==> config.mk <==
export PLATFORM = sky130hd
export DESIGN_NAME = ahbl2nmi_wbuf
export DESIGN_NICKNAME = d
export VERILOG_FILES = /design/src/rtl/ahbl2nmi_wbuf.sv
export SDC_FILE = /design/constraint.sdc
export NUM_CORES = 1
export LEC_CHECK = 0
export CAP_MARGIN = 40
export CORE_MARGIN = 2
export CORE_UTILIZATION = 57
export DETAILED_ROUTE_END_ITERATION = 7
export HOLD_SLACK_MARGIN = 0.03
export PLACE_DENSITY_LB_ADDON = 0.08
export REMOVE_ABC_BUFFERS = 1
export SLEW_MARGIN = 20
export SYNTH_ARGS = -nofsm -noshare
export SYNTH_HDL_FRONTEND = slang
export SYNTH_SLANG_ARGS = --single-unit
==> constraint.sdc <==
create_clock -name clk_i -period 8.89 [get_ports clk_i]
set_input_delay 1.778 -clock clk_i [delete_from_list [all_inputs] [get_ports clk_i]]
set_output_delay 1.778 -clock clk_i [all_outputs]
set_load 0.01 [all_outputs]
==> src/rtl/ahbl2nmi_wbuf.sv <==
// ahbl2nmi_wbuf: AHB-Lite slave to NMI master bridge with a posted-write FIFO.
// Writes are acknowledged with zero wait while the FIFO has room; reads wait
// until every buffered write has reached the NMI, then issue one NMI read.
// Optional macro AHBL2NMI_WBUF_ERR_EN: reject bad sizes and misaligned
// transfers with a two-cycle AHB ERROR instead of force-aligning them.
module ahbl2nmi_wbuf #(
  parameter int ADDR_WIDTH = 32,
  parameter int DEPTH      = 4,
  parameter int LVL_W      = $clog2(DEPTH + 1)
) (
  input  logic                  clk_i,
  input  logic                  rst_i,
  input  logic [ADDR_WIDTH-1:0] haddr_i,
  input  logic [1:0]            htrans_i,
  input  logic                  hwrite_i,
  input  logic [2:0]            hsize_i,
  input  logic [31:0]           hwdata_i,
  output logic                  hready_o,
  output logic                  hresp_o,
  output logic [31:0]           hrdata_o,
  output logic                  nmi_valid_o,
  input  logic                  nmi_ready_i,
  output logic [ADDR_WIDTH-1:0] nmi_addr_o,
  output logic [31:0]           nmi_wdata_o,
  output logic [3:0]            nmi_wstrb_o,
  input  logic [31:0]           nmi_rdata_i,
  output logic [LVL_W-1:0]      wbuf_level_o,
  output logic                  wbuf_empty_o
);

  localparam int                PTR_W  = (DEPTH > 1) ? $clog2(DEPTH) : 1;
  localparam logic [LVL_W-1:0]  FULL_L = LVL_W'(DEPTH);
  localparam logic [PTR_W-1:0]  LAST_P = PTR_W'(DEPTH - 1);

  typedef enum logic [2:0] {
    IDLE, WR_DATA, RD_WAIT, RD_REQ, RD_RESP, ERR1, ERR2
  } state_t;

  state_t                r_state;
  logic [ADDR_WIDTH-1:0] r_addr;
  logic [3:0]            r_strb;
  logic [31:0]           r_hrdata;
  logic [LVL_W-1:0]      r_count;
  logic [PTR_W-1:0]      r_wptr;
  logic [PTR_W-1:0]      r_rptr;
  logic [ADDR_WIDTH-1:0] r_fa [DEPTH];
  logic [31:0]           r_fd [DEPTH];
  logic [3:0]            r_fs [DEPTH];

  logic                  w_hready;
  logic                  w_cap;
  logic                  w_full;
  logic                  w_push;
  logic                  w_drain;
  logic                  w_pop;
  logic                  w_err;
  logic                  w_rd_go;
  logic [3:0]            w_strb;
  logic [LVL_W-1:0]      w_count_nxt;

  assign w_full  = (r_count == FULL_L);
  assign w_cap   = htrans_i[1] & w_hready;
  assign w_push  = (r_state == WR_DATA) & ~w_full;
  // The FIFO owns the NMI whenever a read is not actively requesting it.
  assign w_drain = (r_state != RD_REQ) & (r_count != '0);
  assign w_pop   = w_drain & nmi_ready_i;
  // A read may request the NMI once the FIFO will be empty after this edge.
  assign w_rd_go = (w_count_nxt == '0);

`ifdef AHBL2NMI_WBUF_ERR_EN
  assign w_err   = (hsize_i > 3'd2) |
                   ((hsize_i == 3'd1) & haddr_i[0]) |
                   ((hsize_i == 3'd2) & (haddr_i[1:0] != 2'b00));
  assign hresp_o = (r_state == ERR1) | (r_state == ERR2);
`else
  assign w_err   = 1'b0;
  assign hresp_o = 1'b0;
`endif

  assign hrdata_o     = r_hrdata;
  assign hready_o     = w_hready;
  assign wbuf_level_o = r_count;
  assign wbuf_empty_o = (r_count == '0);

  // Byte strobes from size and low address; oversize and misaligned are forced to natural alignment.
  always_comb begin
    case (hsize_i)
      3'd0:    w_strb = 4'b0001 << haddr_i[1:0];
      3'd1:    w_strb = 4'b0011 << {haddr_i[1], 1'b0};
      default: w_strb = 4'b1111;
    endcase
  end

  // Data-phase ready derived from the registered state and FIFO count.
  always_comb begin
    case (r_state)
      WR_DATA:                w_hready = ~w_full;
      RD_WAIT, RD_REQ, ERR1:  w_hready = 1'b0;
      default:                w_hready = 1'b1;
    endcase
  end

  // Occupancy after this edge; push and pop together leave it unchanged.
  always_comb begin
    w_count_nxt = r_count;
    if (w_push && !w_pop)      w_count_nxt = r_count + 1'b1;
    else if (!w_push && w_pop) w_count_nxt = r_count - 1'b1;
  end

  // NMI request mux: pending read first, otherwise the FIFO head.
  always_comb begin
    nmi_valid_o = 1'b0;
    nmi_addr_o  = '0;
    nmi_wdata_o = '0;
    nmi_wstrb_o = '0;
    if (r_state == RD_REQ) begin
      nmi_valid_o = 1'b1;
      nmi_addr_o  = {r_addr[ADDR_WIDTH-1:2], 2'b00};
    end else if (r_count != '0) begin
      nmi_valid_o = 1'b1;
      nmi_addr_o  = r_fa[r_rptr];
      nmi_wdata_o = r_fd[r_rptr];
      nmi_wstrb_o = r_fs[r_rptr];
    end
  end

  // Transfer FSM: address-phase capture, data-phase sequencing and read data latch.
  always_ff @(posedge clk_i) begin
    if (rst_i) begin
      r_state  <= IDLE;
      r_addr   <= '0;
      r_strb   <= '0;
      r_hrdata <= '0;
    end else begin
      if (w_cap) begin
        r_addr <= haddr_i;
        r_strb <= w_strb;
      end
      if (w_hready) begin
        if (!w_cap)        r_state <= IDLE;
        else if (w_err)    r_state <= ERR1;
        else if (hwrite_i) r_state <= WR_DATA;
        else if (w_rd_go)  r_state <= RD_REQ;
        else               r_state <= RD_WAIT;
      end else begin
        case (r_state)
          RD_WAIT: if (w_rd_go) r_state <= RD_REQ;
          RD_REQ: begin
            if (nmi_ready_i) begin
              r_hrdata <= nmi_rdata_i;
              r_state  <= RD_RESP;
            end
          end
          ERR1:    r_state <= ERR2;
          default: ;
        endcase
      end
    end
  end

  // FIFO pointers and occupancy; reset flushes everything in flight.
  always_ff @(posedge clk_i) begin
    if (rst_i) begin
      r_count <= '0;
      r_wptr  <= '0;
      r_rptr  <= '0;
    end else begin
      r_count <= w_count_nxt;
      if (w_push) r_wptr <= (r_wptr == LAST_P) ? '0 : r_wptr + 1'b1;
      if (w_pop)  r_rptr <= (r_rptr == LAST_P) ? '0 : r_rptr + 1'b1;
    end
  end

  // FIFO storage; entries carry the word-aligned address.
  always_ff @(posedge clk_i) begin
    if (w_push) begin
      r_fa[r_wptr] <= {r_addr[ADDR_WIDTH-1:2], 2'b00};
      r_fd[r_wptr] <= hwdata_i;
      r_fs[r_wptr] <= r_strb;
    end
  end

endmodule

==> impl_metrics.prom <==
# TYPE chip_impl_metric gauge
chip_impl_metric{name="synth_largest_type_area_fraction",unit="%"} 60.1
chip_impl_metric{name="post_cts.resized_instances",unit=""} 0
chip_impl_metric{name="place.port_buffers",unit=""} 207
chip_impl_metric{name="power.static_leakage",unit="uW"} 0.00550
chip_impl_metric{name="seq_area_frac_synth",unit="%"} 72.0
chip_impl_metric{name="slew_at_the_pin_with_the_worst_max_slew_slack",unit="ps"} 798
chip_impl_metric{name="chipHeight",unit="microns"} 156
chip_impl_metric{name="cts-htree-levels",unit=""} 2
chip_impl_info{name="critPathCaptureType",value="output pin"} 1
chip_impl_metric{name="design.die.area",unit="sq um"} 24400
chip_impl_metric{name="worst-endpoint-required",unit="ps"} 7110
chip_impl_metric{name="dr.pass1.iters",unit=""} 5
chip_impl_metric{name="cts.repair_timing.setup_buffer_count",unit=""} 0
chip_impl_metric{name="core_area",unit="sq um"} 22600
chip_impl_metric{name="maxCapViolations",unit=""} 0
chip_impl_metric{name="antenna_found_initial",unit=""} 0
chip_impl_metric{name="synth-edff-count",unit=""} 264
chip_impl_metric{name="groute.usage.overall",unit="%"} 23.0
chip_impl_metric{name="grt_max_degree",unit=""} 69
chip_impl_metric{name="grt_pass1_vias",unit=""} 8033
chip_impl_metric{name="detail-route-antenna-nets",unit=""} 0
chip_impl_metric{name="design.portCount",unit=""} 212
chip_impl_metric{name="synth_area",unit="sq um"} 13200
chip_impl_metric{name="seqCellArea",unit="sq um"} 9500
chip_impl_metric{name="final-setup-viol-count",unit=""} 0
chip_impl_metric{name="crit_path_max_fanout",unit=""} 34
chip_impl_info{name="ys_top_cells_by_area",value="edfxtp_1 60%, dfxtp_1 12%, mux4_2 11%, nand2_1 3.9%, a21oi_1 2.7%"} 1
chip_impl_metric{name="drt-total-wl",unit="microns"} 27400
chip_impl_metric{name="yosysWarnings",unit=""} 0
chip_impl_metric{name="fin_crit",unit="ps"} 5100
chip_impl_metric{name="clk_path_buf_depth",unit=""} 3
chip_impl_metric{name="fin_tns_setup",unit="ps"} 0
chip_impl_metric{name="starting_density",unit="%"} 58.2
chip_impl_info{name="worst_setup_path_category",value="flop to output pin"} 1
chip_impl_info{name="outcome",value="finished clean"} 1
chip_impl_metric{name="floorplan.rows",unit=""} 55
chip_impl_info{name="synthDominantAreaCellType",value="edfxtp_1"} 1
chip_impl_metric{name="clock_insertion_delay_worst_skew",unit="ps"} 500
chip_impl_metric{name="dieWidth",unit="microns"} 156
chip_impl_metric{name="vias",unit=""} 7666
chip_impl_metric{name="final-max-slew-violation-count",unit=""} 0
chip_impl_metric{name="post-place-ws",unit="ps"} 4190
chip_impl_metric{name="cts.clk_slew.worst_paths",unit="ps"} 60
chip_impl_metric{name="ir_worst_vdd",unit="mV"} 0.190
chip_impl_info{name="clock_tree_from_tritoncts",value="yes"} 1
chip_impl_metric{name="avgViaCountPerCell",unit=""} 5.73
chip_impl_metric{name="rd_place_congestion",unit=""} 0.776
chip_impl_info{name="final_common_cell",value="edfxtp_1"} 1
chip_impl_metric{name="flow.area_growth_from_synthesis",unit="%"} 26.7
chip_impl_info{name="cp-start-kind",value="flop"} 1
chip_impl_metric{name="total_area_of_multi_input_combinational_cells",unit="sq um"} 3460
chip_impl_metric{name="async_s_r_ff_share_synth",unit="%"} 0
chip_impl_metric{name="crit_arrival",unit="ps"} 3320
chip_impl_metric{name="hold_viol_final",unit=""} 0
chip_impl_info{name="top_flip_flop_cell_by_instance_count_after_synthesis",value="edfxtp_1"} 1
chip_impl_metric{name="synth_area_per_cell",unit="sq um"} 16.1
chip_impl_metric{name="synth_register_bits",unit=""} 342
chip_impl_metric{name="initialDrtViolationCount",unit=""} 485
chip_impl_metric{name="post_synthesis_cells",unit=""} 820
chip_impl_info{name="timing.hold.worst.class",value="flop to flop"} 1
chip_impl_metric{name="dp_hpwl",unit="microns"} 16100
chip_impl_metric{name="max_slew_margin",unit="%"} 46.8
chip_impl_info{name="root_buffer",value="clkbuf_16"} 1
chip_impl_metric{name="power_per_cell_area",unit="nW/um^2"} 289
chip_impl_metric{name="cts_hold_buffers",unit=""} 0
chip_impl_metric{name="final.setup.worst_slack",unit="ps"} 3790
chip_impl_metric{name="fmaxAchievable",unit="MHz"} 196
chip_impl_metric{name="drc_errors",unit=""} 0
chip_impl_metric{name="grt_overflow_total",unit=""} 0
chip_impl_metric{name="clock-skew-final",unit="ps"} 7.56
chip_impl_metric{name="numCtsBuffers",unit=""} 35
chip_impl_metric{name="fraction_of_final_layout_cells_sized_beyond_drive_strength_1",unit="%"} 13.9
chip_impl_metric{name="ys_types",unit=""} 50
chip_impl_metric{name="finish.net_count",unit=""} 1141
chip_impl_info{name="final_cell_mix",value="264 x edfxtp_1, 206 x clkdlybuf4s50_1, 138 x nand2_1, 76 x dfxtp_1, 72 x a21oi_1"} 1
chip_impl_metric{name="n_fill_cell",unit=""} 1450
chip_impl_metric{name="cts.sink_count",unit=""} 342
chip_impl_metric{name="antennaDiodeCount",unit=""} 0
chip_impl_info{name="grt_setup_unrepaired",value="no"} 1
chip_impl_metric{name="min_period_over_period",unit="%"} 57.4
chip_impl_metric{name="grt_pass1_wl",unit="microns"} 42900
chip_impl_metric{name="routedWlPerCell",unit="microns"} 20.4
-- stage by stage --
step	util, %	cells	cell area (sq um)	power, uW	hold slack [ps]
2_1_floorplan	-	769	12900	2830	447
3_3_place_gp	68.2	1267	15400	3480	440
3_5_place_dp	69.0	1276	15600	3520	446
4_1_cts	73.8	1339	16700	4890	454
5_1_grt	73.8	1339	16700	5060	472
6_report	73.8	1339	16700	4830	454
-- registers in the layout, summed over array words and instances (netlist names), 3 cells and up, named ones only --
signal / flops
r_fa: 120
r_fd: 128
r_state: 3
hrdata_o: 32
r_fs: 16
r_addr: 30
r_strb: 4
wbuf_level_o: 3
-- synthesized netlist by cell type (all sizes together), types with 2 or more instances --
| cell | count |
|---|---|
| nand2 | 139 |
| a22o | 30 |
| clkbuf | 31 |
| nor3b | 2 |
| o21ai | 4 |
| edfxtp | 264 |
| and3 | 4 |
| and2 | 39 |
| nand3 | 2 |
| nor3 | 5 |
| buf | 22 |
| dfxtp | 78 |
| nor2 | 12 |
| or2 | 2 |
| a21oi | 72 |
| mux4 | 66 |
| ha | 8 |
| a211oi | 4 |
| inv | 7 |
| nand3b | 2 |
| xnor2 | 3 |
| nor2b | 3 |
| or3 | 2 |
| nand2b | 3 |
-- worst paths after layout --
kind / start / endpoint / slack [ps] / cells after the start
worst max-delay path: flop / nmi_addr_o[19] / 3790 / 4
worst min-delay path: hrdata_o[26]$_SDFFE_PP0P_ / hrdata_o[26]$_SDFFE_PP0P_ / 450 / 2
worst max register to register: r_state[1]$_SDFFE_PP0P_ / r_state[0]$_SDFFE_PP0P_ / 6090 / 8
worst min register to register: hrdata_o[26]$_SDFFE_PP0P_ / hrdata_o[26]$_SDFFE_PP0P_ / 450 / 2
-- logic make-up (layout without fill, tap and decap cells) --
family | after synthesis | after routing | synth area share [%]
xor gates and xnor gates | 4 | 4 | 0.266
buffers and inverters | 60 | 292 | 2.02
AOI/OAI and AO/OA | 119 | 119 | 5.73
DFF | 342 | 342 | 72.0
and+or+nand+nor | 218 | 218 | 7.76
muxes | 68 | 68 | 11.4
other | 1 | 3 | 0.0284
adders and majority gates | 8 | 8 | 0.759
-- layer usage --
| metal | wire length [microns] | part of all wire, % | global-route usage [%] | vias up |
|---|---|---|---|---|
| li1 | - | - | - | 3516 |
| met1 | 11500 | 42 | 30.3 | 3855 |
| met2 | 13300 | 49 | 38.1 | 253 |
| met3 | 1900 | 6.9 | 6.28 | 42 |
| met4 | 609 | 2.2 | 6.60 | 0 |
| met5 | 0 | 0 | 0 | - |
-- critical path: stages, from the launching register on --
cell,delay [ps]
dfxtp_4,820
buf_4,670
mux4_2,590
a22o_1,240
clkdlybuf4s50_1,480
-- power by group --
group / switching [uW] / leakage (uW) / total [uW] / internal, uW
Clock: 559 / 0.000523 / 1360 / 803
Sequential: 117 / 0.00305 / 2040 / 1920
Combinational: 661 / 0.00193 / 1430 / 768
-- area by class of cell --
| cell class | count | area share (%) |
|---|---|---|
| Clock buffer | 51 | 5.92 |
| Timing Repair Buffer | 222 | 13.7 |
| Tap cell | 285 | 2.13 |
| Sequential cell | 342 | 56.8 |
| Multi-Input combinational cell | 420 | 20.7 |
| Inverter | 7 | 0.157 |
| Clock inverter | 12 | 0.517 |
(Power assumes the default switching activity.)
